--- config.mk ---
export PLATFORM = sky130hd
export DESIGN_NAME = uart_loader
export DESIGN_NICKNAME = d
export VERILOG_FILES = /design/src/rtl/uart_loader.sv
export SDC_FILE = /design/constraint.sdc
export NUM_CORES = 1
export LEC_CHECK = 0
export CAP_MARGIN = 20
export CELL_PAD_IN_SITES_DETAIL_PLACEMENT = 0
export CELL_PAD_IN_SITES_GLOBAL_PLACEMENT = 2
export CORE_MARGIN = 4
export CORE_UTILIZATION = 37
export DETAILED_ROUTE_END_ITERATION = 8
export PLACE_DENSITY_LB_ADDON = 0.1
export SYNTH_ARGS = -nofsm -noshare
export SYNTH_HDL_FRONTEND = slang
export SYNTH_SLANG_ARGS = --single-unit
--- constraint.sdc ---
create_clock -name clk -period 3.9 [get_ports clk]
set_input_delay 0.585 -clock clk [delete_from_list [all_inputs] [get_ports clk]]
set_output_delay 0.585 -clock clk [all_outputs]
set_load 0.03 [all_outputs]
--- src/rtl/uart_loader.sv ---
// Serial program loader: parses load (0x4C) and go (0x47) frames from the UART
// receiver, writes payload bytes into program RAM and starts the CPU on a good go frame.
module uart_loader #(
  parameter int TIMEOUT = 12000000
) (
  input  logic       clk,
  input  logic       rst,
  input  logic [7:0] rx_byte,
  input  logic       received,
  output logic [8:0] c_waddr,
  output logic [7:0] dwrite,
  output logic       write_en,
  output logic [8:0] startaddr,
  output logic       go,
  output logic       busy,
  output logic       done,
  output logic [1:0] err
);

  localparam int TW = (TIMEOUT > 2) ? $clog2(TIMEOUT) : 1;
  localparam logic [TW-1:0] TLAST = TW'(TIMEOUT - 1);

  localparam logic [7:0] CMD_LOAD = 8'h4C;
  localparam logic [7:0] CMD_GO   = 8'h47;

  localparam logic [1:0] ERR_NONE = 2'd0;
  localparam logic [1:0] ERR_CMD  = 2'd1;
  localparam logic [1:0] ERR_SUM  = 2'd2;
  localparam logic [1:0] ERR_TMO  = 2'd3;

  typedef enum logic [3:0] {
    IDLE, L_AHI, L_ALO, L_LEN, L_DATA, L_CSUM, G_AHI, G_ALO, G_CSUM
  } state_t;

  state_t        state_reg, state_next;
  logic [8:0]    addr_reg, addr_next;
  logic [8:0]    rem_reg, rem_next;
  logic [7:0]    sum_reg, sum_next;
  logic [TW-1:0] tcnt_reg, tcnt_next;

  logic [8:0] c_waddr_next;
  logic [7:0] dwrite_next;
  logic       write_en_next;
  logic [8:0] startaddr_next;
  logic       go_next;
  logic       done_next;
  logic [1:0] err_next;

  always_ff @(posedge clk) begin
    if (rst) begin
      state_reg <= IDLE;
      addr_reg  <= '0;
      rem_reg   <= '0;
      sum_reg   <= '0;
      tcnt_reg  <= '0;
      c_waddr   <= '0;
      dwrite    <= '0;
      write_en  <= 1'b0;
      startaddr <= '0;
      go        <= 1'b0;
      busy      <= 1'b0;
      done      <= 1'b0;
      err       <= ERR_NONE;
    end else begin
      state_reg <= state_next;
      addr_reg  <= addr_next;
      rem_reg   <= rem_next;
      sum_reg   <= sum_next;
      tcnt_reg  <= tcnt_next;
      c_waddr   <= c_waddr_next;
      dwrite    <= dwrite_next;
      write_en  <= write_en_next;
      startaddr <= startaddr_next;
      go        <= go_next;
      busy      <= (state_next != IDLE);
      done      <= done_next;
      err       <= err_next;
    end
  end

  always_comb begin
    state_next     = state_reg;
    addr_next      = addr_reg;
    rem_next       = rem_reg;
    sum_next       = sum_reg;
    tcnt_next      = tcnt_reg;
    c_waddr_next   = c_waddr;
    dwrite_next    = dwrite;
    write_en_next  = 1'b0;
    startaddr_next = startaddr;
    go_next        = 1'b0;
    done_next      = 1'b0;
    err_next       = err;

    // A received byte always wins over a coinciding timeout expiry.
    if (received) begin
      tcnt_next = '0;
      sum_next  = sum_reg + rx_byte;
      unique case (state_reg)
        IDLE: begin
          sum_next = '0;
          if (rx_byte == CMD_LOAD) begin
            state_next = L_AHI;
            err_next   = ERR_NONE;
          end else if (rx_byte == CMD_GO) begin
            state_next = G_AHI;
            err_next   = ERR_NONE;
          end else begin
            err_next = ERR_CMD;
          end
        end
        L_AHI: begin
          addr_next[8] = rx_byte[0];
          state_next   = L_ALO;
        end
        L_ALO: begin
          addr_next[7:0] = rx_byte;
          state_next     = L_LEN;
        end
        L_LEN: begin
          rem_next   = (rx_byte == 8'd0) ? 9'd256 : {1'b0, rx_byte};
          state_next = L_DATA;
        end
        L_DATA: begin
          write_en_next = 1'b1;
          c_waddr_next  = addr_reg;
          dwrite_next   = rx_byte;
          addr_next     = addr_reg + 9'd1;
          rem_next      = rem_reg - 9'd1;
          if (rem_reg == 9'd1) state_next = L_CSUM;
        end
        L_CSUM: begin
          state_next = IDLE;
          if (rx_byte == sum_reg) done_next = 1'b1;
          else                    err_next  = ERR_SUM;
        end
        G_AHI: begin
          addr_next[8] = rx_byte[0];
          state_next   = G_ALO;
        end
        G_ALO: begin
          addr_next[7:0] = rx_byte;
          state_next     = G_CSUM;
        end
        G_CSUM: begin
          state_next = IDLE;
          if (rx_byte == sum_reg) begin
            startaddr_next = addr_reg;
            go_next        = 1'b1;
            done_next      = 1'b1;
          end else begin
            err_next = ERR_SUM;
          end
        end
        default: state_next = IDLE;
      endcase
    end else if (state_reg != IDLE) begin
      if (tcnt_reg == TLAST) begin
        state_next = IDLE;
        err_next   = ERR_TMO;
        tcnt_next  = '0;
      end else begin
        tcnt_next = tcnt_reg + 1'b1;
      end
    end
  end

endmodule

==> metrics.md <==
| Metric | Value |
|---|---|
| Reg2Reg Setup Slack | 1.43 ns |
| I/O pin total | 43 |
| Hold path endpoint | c_waddr[3] |
| Actual slew at the worst max-slew pin | 0.9863 ns |
| Via count | approximately 3,700 |
| Final weighted congestion of routability-driven global placement | 0.7962 |
| Min Tclk post-route | 2.605 ns |
| Start of the worst register-to-register path | state_reg[2] |
| Multiplexer share of the synthesized area | 0.02893 |
| Maximum number of pins on one net before global-route repair | 55 |
| Count of endpoints failing setup in the final report | 0 |
| Die Outline Area | 13,110 µm² |
| Global-route wire length before repair | around 18,000 µm |
| Number of fill cells in the layout | 1,113 |
| Cts hold-fix bufs | 0 |
| DRT Pass-1 Iters | 4 |
| Max-cap check violation count | 0 |
| P per Cell Area | 358.0 nW/µm² |
| Worst Path Required | 4.11 ns |
| Post-DP HPWL | between 7000 and 8000 µm |
| CP Class | in -> reg |
| Leading cell types by total area after synthesis | sky130_fd_sc_hd__dfxtp_1 (41%), sky130_fd_sc_hd__nand2_1 (6.1%), sky130_fd_sc_hd__nor2_1 (5.6%), sky130_fd_sc_hd__a21oi_1 (5.0%), sky130_fd_sc_hd__xor2_1 (4.0%) |
| Unrepaired setup endpoints after global routing | no |
| Worst clock skew | 0.009111 ns |
| Main combinational cell family by area after synthesis | simple AND/OR/NAND/NOR gates |
| Final number of hold-violating endpoints | 0 |
| Post-Synthesis Mean Instance Area | 8.291 µm² |
| Final TNS setup | 0 ns |
| Tightest Hold Check Type | reg -> reg |
| Number of synthesized flops with an enable pin | 0 |
| Highest ir drop seen on vdd | 238.2 µV |
| Row count | 38 |
| Async S/R FF share, synth | 0 |
| Flip-flop count of the largest register, all copies and words added | 24 |
| Number of diodes | 0 |
| TritonCTS Buffers | 9 |
| Fraction of the mapped netlist area in simple logic gates | 0.2589 |
| Rel. slew slack | 0.3401 |
| Leftover overflow at the end of global routing | 0 |
| Std-Cell Core Area | 10,980 µm² |
| Total placed instance area | between 4000 and 5000 µm² |
| Reg clk slew, reported paths | 0.07 ns |
| Number of design-rule violations left by the first detailed-router iteration | 209 |
| Wire length per cell after detailed routing | about 16 µm |
| Hold-critical path depth | 2 |
| Commonest register cell after synthesis | sky130_fd_sc_hd__dfxtp_1 |
| Max Root-Sink Buffers | 2 |
| Vias per cell | 5.413 |
| Die height | 114.5 µm |
| Area leader, netlist | sky130_fd_sc_hd__dfxtp_1 |
| Worst min-delay path startpoint | c_waddr[3] |
| H-tree depth | 3 |
| Biggest fanout along the worst timing path | 9 |
| Leak | 1.849 nW |
| Number of gates given a new drive strength after cts | 0 |
| Critical path launch point type | input port |
| CP endpoint kind | register |
| Post-Layout Inst Area | 4986 µm² |
| Buffer type at the clock tree root | sky130_fd_sc_hd__clkbuf_16 |
| CTS tree | built |
| Combined global-route utilization of all metal layers | 0.1696 |
| Post-synthesis share of cell area spent on full adders, half adders and majority gates | 0.03758 |
| Layout area overhead | 18.85% |
| DRT Wirelength | 10,770 µm |
| Total nets after synthesis | 529 |
| Proportion of netlist area held by the largest area contributor | 0.4104 |
| Number of distinct library cells after synthesis | 57 |
| Sequential-to-total area share from yosys stat | 0.4104 |
| Data arrival time of the worst path | 2.82 ns |
| End of the worst register-to-register path | tcnt_reg[23] |
| Register bit count reported by yosys | 86 |
| Fraction of the cycle the final worst path needs | 0.6680 |
| Register-to-Register Path Depth | 6 |
| Ratio of cells with drive above 1 in the final layout | 0.08257 |
| Final number of max-transition violations | 0 |
| Sinks on Clock Net | 86 |
| Number of antenna violations at the first check in global routing | 0 |
| Combined area of all synthesized cells | 4195 µm² |
| Initial Util | 0.3820 |
| Number of buffers added for setup after CTS | 0 |
| Xor and xnor area share after synthesis | 0.06054 |
| Port Buffers | 42 |
| Clock latency at the later pin of the worst-skew pair | 0.35 ns |
| Fmax achieved | 0.3838 GHz |
| Outcome | finished clean |
| Post-synthesis cell count | ~510 |
| Die W | 114.5 µm |
| Final antenna-violating net count | 0 |
| Number of global-route vias before repair | approximately 3,500 |
| Number of design rule violations left after detail routing | 0 |
| Compound-Gate Fraction of Synth Area | 0.1610 |
| Number of synthesis warnings | 0 |
| Post-layout nets | between 500 and 600 |
## final cells by class
class,instances,area [µm²],area share
multi-input combinational,384,2298,0.4610
sequential,86,1722,0.3453
timing repair buffer,50,475.5,0.09536
clock buffer,9,225.2,0.04517
tap,140,175.2,0.03513
clock inverter,7,56.30,0.01129
inverter,9,33.78,0.006775
## critical path, stage by stage
cell                              delay [ns]
sky130_fd_sc_hd__clkdlybuf4s50_1        0.69
sky130_fd_sc_hd__ha_1                   0.31
sky130_fd_sc_hd__or4_1                  0.53
sky130_fd_sc_hd__nor3_1                 0.16
sky130_fd_sc_hd__nand3_1                0.10
sky130_fd_sc_hd__buf_4                  0.22
sky130_fd_sc_hd__mux2i_1                0.17
sky130_fd_sc_hd__nor2_1                 0.05
## cell usage after synthesis, types with 3 or more instances
| master | number |
|---|---|
| sky130_fd_sc_hd__and3_1 | 4 |
| sky130_fd_sc_hd__nand3_1 | 25 |
| sky130_fd_sc_hd__clkbuf_8 | 4 |
| sky130_fd_sc_hd__o21ai_0 | 19 |
| sky130_fd_sc_hd__mux2i_1 | 11 |
| sky130_fd_sc_hd__a211oi_1 | 3 |
| sky130_fd_sc_hd__nand2b_1 | 3 |
| sky130_fd_sc_hd__dfxtp_1 | 86 |
| sky130_fd_sc_hd__nor3_1 | 16 |
| sky130_fd_sc_hd__inv_1 | 9 |
| sky130_fd_sc_hd__nand4_1 | 11 |
| sky130_fd_sc_hd__and3_2 | 4 |
| sky130_fd_sc_hd__nand2_1 | 68 |
| sky130_fd_sc_hd__or3_1 | 4 |
| sky130_fd_sc_hd__a221oi_1 | 4 |
| sky130_fd_sc_hd__o22ai_1 | 3 |
| sky130_fd_sc_hd__nand3b_1 | 3 |
| sky130_fd_sc_hd__ha_1 | 11 |
| sky130_fd_sc_hd__nor2_1 | 63 |
| sky130_fd_sc_hd__xor2_1 | 19 |
| sky130_fd_sc_hd__a22o_1 | 8 |
| sky130_fd_sc_hd__xnor2_1 | 10 |
| sky130_fd_sc_hd__clkbuf_1 | 22 |
| sky130_fd_sc_hd__or4_1 | 3 |
| sky130_fd_sc_hd__and4_1 | 3 |
| sky130_fd_sc_hd__a22oi_1 | 3 |
| sky130_fd_sc_hd__or2_2 | 3 |
| sky130_fd_sc_hd__a21oi_1 | 42 |
| sky130_fd_sc_hd__o41ai_1 | 3 |
## cells in the final DEF, fill, tap and decap left out, drive strengths merged, types with 11 or more instances in the layout
cell,n
nand2,68
nor3,16
o21ai,19
ha,11
dfxtp,86
nand3,25
nand4,12
clkdlybuf4s50,41
a21oi,42
inv,11
xor2,19
mux2i,11
nor2,63
## how the worst max path moves through the flow
stage | from | to | slack, ns | cells after the start
after floorplan | rx_byte[2] | startaddr[0] | 1.64 | 7
after global placement | rx_byte[1] | startaddr[8] | 0.98 | 8
after detailed placement | rx_byte[1] | startaddr[2] | 0.90 | 8
after CTS | rx_byte[1] | startaddr[2] | 1.27 | 8
after global routing | rx_byte[1] | startaddr[3] | 1.14 | 8
final | rx_byte[1] | startaddr[2] | 1.29 | 8
## through the flow
stage,worst slack (ns),util,cells,power (mW),hold WS [ns]
5_1_grt,1.142,0.4540,685,1.854,0.4790
3_5_place_dp,0.9045,0.4283,669,0.9809,0.4499
4_1_cts,1.266,0.4540,685,1.811,0.4591
2_1_floorplan,1.643,-,506,0.9464,0.4397
6_report,1.295,0.4540,685,1.785,0.4551
3_3_place_gp,0.9800,0.4283,669,0.9804,0.4440
## layer usage
layer,up-vias,part of all wire,GRT usage
li1,1863,-,-
met1,1765,0.48,0.2258
met2,64,0.47,0.2697
met3,16,0.032,0.03277
met4,0,0.019,0.06730
met5,-,0,0
## power by group
group | internal [mW] | switching (mW) | leakage, nW
registers | 0.880 | 0.00215 | 0.693
clock network | 0.437 | 0.388 | 0.125
logic | 0.0286 | 0.0490 | 1.03
total | 1.35 | 0.439 | 1.85
## logic make-up after synthesis
logic type               after synthesis
multiplexers                          12
buffers and inverters                 36
adder cells (fa/ha/maj)               12
AND/OR/NAND/NOR                      225
AO/OA/AOI/OAI                        106
XOR/XNOR                              29
flip-flops                            86
No activity file was read; power rests on OpenSTA's default activity.
